File: config.mk
export PLATFORM = sky130hd
export DESIGN_NAME = sumador_serie
export DESIGN_NICKNAME = d
export VERILOG_FILES = /design/src/rtl/sumador_serie.sv
export SDC_FILE = /design/constraint.sdc
export NUM_CORES = 1
export LEC_CHECK = 0
export BUFFER_PORTS_ARGS = -buffer_cell sky130_fd_sc_hd__clkbuf_2
export CORE_MARGIN = 4
export CORE_UTILIZATION = 59
export CTS_CLUSTER_SIZE = 10
export DETAILED_ROUTE_END_ITERATION = 16
export GPL_ROUTABILITY_DRIVEN = 0
export PLACE_DENSITY = 0.83
export SLEW_MARGIN = 20
export SYNTH_ARGS = -nofsm -noshare
export SYNTH_HDL_FRONTEND = slang
export SYNTH_SLANG_ARGS = --single-unit
File: constraint.sdc
create_clock -name clk -period 4.6 [get_ports clk]
set_clock_uncertainty 0.15 [all_clocks]
set_input_delay 0.46 -clock clk [delete_from_list [all_inputs] [get_ports clk]]
set_output_delay 0.46 -clock clk [all_outputs]
set_load 0.02 [all_outputs]
File: src/rtl/sumador_serie.sv
// Bit-serial N-bit adder: one full adder plus a carry flip-flop, one bit per clock, LSB first.
// The parallel sum and carry-out are registered and flagged with a one-cycle done pulse.

module sumador_completo (
  input  logic a,
  input  logic b,
  input  logic cin,
  output logic s,
  output logic cout
);

  assign s    = a ^ b ^ cin;
  assign cout = (a & b) | (cin & (a ^ b));

endmodule

module sumador_serie #(
  parameter int N = 8
) (
  input  logic         clk,
  input  logic         reset,
  input  logic         start,
  input  logic [N-1:0] A,
  input  logic [N-1:0] B,
  input  logic         Cin,
  output logic [N-1:0] S,
  output logic         Cout,
  output logic         busy,
  output logic         done
);

  localparam int CW = (N > 1) ? $clog2(N) : 1;
  localparam logic [CW-1:0] LAST_BIT = CW'(N - 1);

  typedef enum logic [1:0] {
    IDLE = 2'd0,
    SUMA = 2'd1,
    FIN  = 2'd2
  } state_t;

  state_t        state_r;
  logic [N-1:0]  ra_r;
  logic [N-1:0]  rb_r;
  logic [N-1:0]  rs_r;
  logic          c_r;
  logic [CW-1:0] cnt_r;
  logic          fa_s;
  logic          fa_co_s;

  sumador_completo u_fa (
    .a    (ra_r[0]),
    .b    (rb_r[0]),
    .cin  (c_r),
    .s    (fa_s),
    .cout (fa_co_s)
  );

  // Control FSM, operand/result shifters, carry flop and registered outputs.
  always_ff @(posedge clk or posedge reset) begin
    if (reset) begin
      state_r <= IDLE;
      ra_r    <= {N{1'b0}};
      rb_r    <= {N{1'b0}};
      rs_r    <= {N{1'b0}};
      c_r     <= 1'b0;
      cnt_r   <= {CW{1'b0}};
      S       <= {N{1'b0}};
      Cout    <= 1'b0;
      busy    <= 1'b0;
      done    <= 1'b0;
    end else begin
      case (state_r)
        IDLE: begin
          done <= 1'b0;
          if (start) begin
            ra_r    <= A;
            rb_r    <= B;
            c_r     <= Cin;
            cnt_r   <= {CW{1'b0}};
            busy    <= 1'b1;
            state_r <= SUMA;
          end else begin
            busy    <= 1'b0;
            state_r <= IDLE;
          end
        end
        SUMA: begin
          rs_r <= {fa_s, rs_r[N-1:1]};
          ra_r <= {1'b0, ra_r[N-1:1]};
          rb_r <= {1'b0, rb_r[N-1:1]};
          c_r  <= fa_co_s;
          // The final bit goes straight into S; the counter parks at zero instead of wrapping.
          if (cnt_r == LAST_BIT) begin
            cnt_r   <= {CW{1'b0}};
            S       <= {fa_s, rs_r[N-1:1]};
            Cout    <= fa_co_s;
            done    <= 1'b1;
            state_r <= FIN;
          end else begin
            cnt_r   <= cnt_r + {{(CW-1){1'b0}}, 1'b1};
            state_r <= SUMA;
          end
        end
        FIN: begin
          done    <= 1'b0;
          busy    <= 1'b0;
          state_r <= IDLE;
        end
        default: begin
          done    <= 1'b0;
          busy    <= 1'b0;
          cnt_r   <= {CW{1'b0}};
          state_r <= IDLE;
        end
      endcase
    end
  end

endmodule

==> results.md <==
- Core box area: around 0.0029 mm^2
- Maxcap violations: 0
- Cell taking the most area after synthesis: dfrtp_1
- WL/cell: 14.6 um
- First-pass GRT wire length: 5740 um
- # diodes: 0
- Total Power: 1380 uW
- #FFs+latches synth: 40
- CP Max Fanout: 35
- RSZ-0062 raised after global routing: no
- Layout cells sized above 1: 0.317
- Congestion Overflow GR: 0
- Ports: 31
- Synth warn: 0
- Post-synth EDFFs: 0
- Worst Path Arrival: 2.36 ns
- Core Util, Final: 0.711
- Final setup viols: 0
- Fillers: 224
- Seq/Total Area, Yosys: 0.545
- F_max: 441 MHz
- Hold-fix buffers at CTS: 0
- Cells after Synth: 154
- Setup TNS: 0 ns
- Nets: 202
- Cell with the most instances after synthesis: dfrtp_1
- Sequential share of power: 0.472
- Register area: 0.00100 mm^2
- Cts repair resizes: 0
- Largest net degree at the start of global routing: slightly above 40
- Critical Path End Type: flip-flop
- Worst Hold Class: in2async
- Placed insts: 214
- Power per cell area: 674 mW/mm^2
- Req. time, crit path: roughly 4.7 ns
- Average cell area after synthesis: 11.9 um^2
- Crit path kind: reg2reg
- Starting Density: 0.639
- Primary FF master, synth: dfrtp_1
- DP HPWL: 2250 um
- Slew HR: 0.349
- Dominant cells by area after synthesis: dfrtp_1 (54%), mux2_2 (9.8%), a221oi_1 (5.7%)
- Initial antenna violation count: 0
- DRC: 0
- GRT Total Usage: 0.185
- Netlist cell types: 25
- Vias/cell: 5.57
- Period minus WS final: 2.27 ns
- Final Cycle Share: 0.493
- Fraction of registers with async set/reset: 1.00
- PortBufs: 30
- Area delta synth->final: 11.2%
- Pins Over Slew Limit: 0
- Non-Filler Instances: 222
- WL met3: 227 um
- Critical R2R Launch: state_r[0]
- WL met2: 1640 um
- Post-Syn Nets: 177
- Critical Path Source: state_r[0]
- Hold Fails Final Rpt: 0
- Yosys top cell area share: 0.545
- Die width: between 60 and 70 um
- Post-route ant nets: 0
- Post-Route M1 WL: 1350 um
- Top Layer Used: met4
- H-tree levels: 2
- Comb pwr share: 0.363
- DRT Pass-1 Iters: 4
- CTS Buf Count: 5
- # rows: 19
- Worst vdd ir: 0.000365 V
- Post-synth top cells: dfrtp_1 (40), inv_1 (20), mux2_2 (16)
- Clk pin slew, worst setup/hold paths: 0.12 ns
- Pleak: approximately 0.00096 uW
- Tightest Pin Transition: 0.976 ns
- Die area: between 0.004 and 0.005 mm^2
- Worst-Skew Late Latency: 0.34 ns
- Area of the multi-input gates: 678 um^2
- Vias in the first global route: 1258
- Post-Syn Area: 0.00184 mm^2
- DR vias: 1237
- Clock share of power: 0.164
- Die height: 63.8 um
- Clock root cell: clkbuf_4
- DR iter-0 viols: 95
- Internal power: a little under 900 uW
- CTS tree: yes
- Status: completed
- Worst setup SP type: flip-flop
- Routed wire length: 3250 um
- Sw frac: 0.359
- Clock sinks: 40
- Max clock buf depth: 2
- Post CTS Setup Buffer Count: 0
- P_sw: 495 uW
per-stage QoR:
stage                     hold slack [ns]  cell area (um^2)  worst slack (ns)
final                              0.0367              2040              2.33
after global routing               0.0353              2040              2.10
after CTS                          0.0374              2040              2.33
after detailed placement            0.322              1960              2.34
after global placement              0.322              1960              2.40
after floorplan                     0.307              1840              2.95
sequential cells by signal (all words and copies together), names as in the netlist:
signal and count:
Cout 1, S 8, busy 1, c_r 1
cnt_r 3, done 1, ra_r 8, rb_r 8
rs_r 7, state_r 2
worst max-delay path, stage by stage (launching register included):
cell and delay [ns]:
dfrtp_1 1.00, nand3b_1 0.57, mux2_2 0.44
worst paths after layout:
kind	end	slack (ns)	depth (start not counted)
setup / recovery	S[5]	2.33	2
hold / removal	S[3]	0.04	3
setup reg to reg	S[5]	2.33	2
hold reg to reg	done	0.34	1
max in group asynchronous	ra_r[7]	3.92	3
min in group clk	rb_r[7]	0.20	3
layout make-up:
class	instances	share of cell area
Clock buffer	5	0.0184
Inverter	20	0.0367
Timing Repair Buffer	31	0.0771
Clock inverter	3	0.0208
Sequential cell	40	0.490
Tap cell	42	0.0257
Multi-Input combinational cell	81	0.332
cells by family after synthesis:
logic type	share of synthesized area
adder cells (fa/ha/maj)	0.0245
multiplexers	0.0980
flip-flops	0.545
buffers and inverters	0.0864
AND/OR/NAND/NOR	0.131
AO/OA/AOI/OAI	0.115
layer usage:
layer,vias up,global-route usage
met1,597,0.231
met4,0,0.0836
met5,-,0
li1,597,-
met3,2,0.0701
met2,41,0.286
cells in the final DEF, fill, tap and decap left out, types with 2 or more instances in the layout:
master	Yosys	final
dfrtp_1	40	40
a222oi_1	3	3
a21oi_1	2	2
clkbuf_2	0	30
nand2_1	2	2
clkbuf_4	0	5
nor2_1	14	14
mux2_2	16	16
nor4b_1	12	12
ha_1	2	2
inv_1	20	20
nor2b_1	3	3
a221oi_1	12	12
a32o_1	3	3
nand2b_1	4	4
power groups by stage:
stage | logic (uW) | clock network [uW] | registers [uW]
2_1_floorplan | 401 | 0 | 653
3_3_place_gp | 479 | 0 | 648
3_5_place_dp | 508 | 0 | 660
4_1_cts | 511 | 234 | 651
5_1_grt | 565 | 255 | 680
6_report | 501 | 226 | 651
Power figures use the tool's default switching activity.
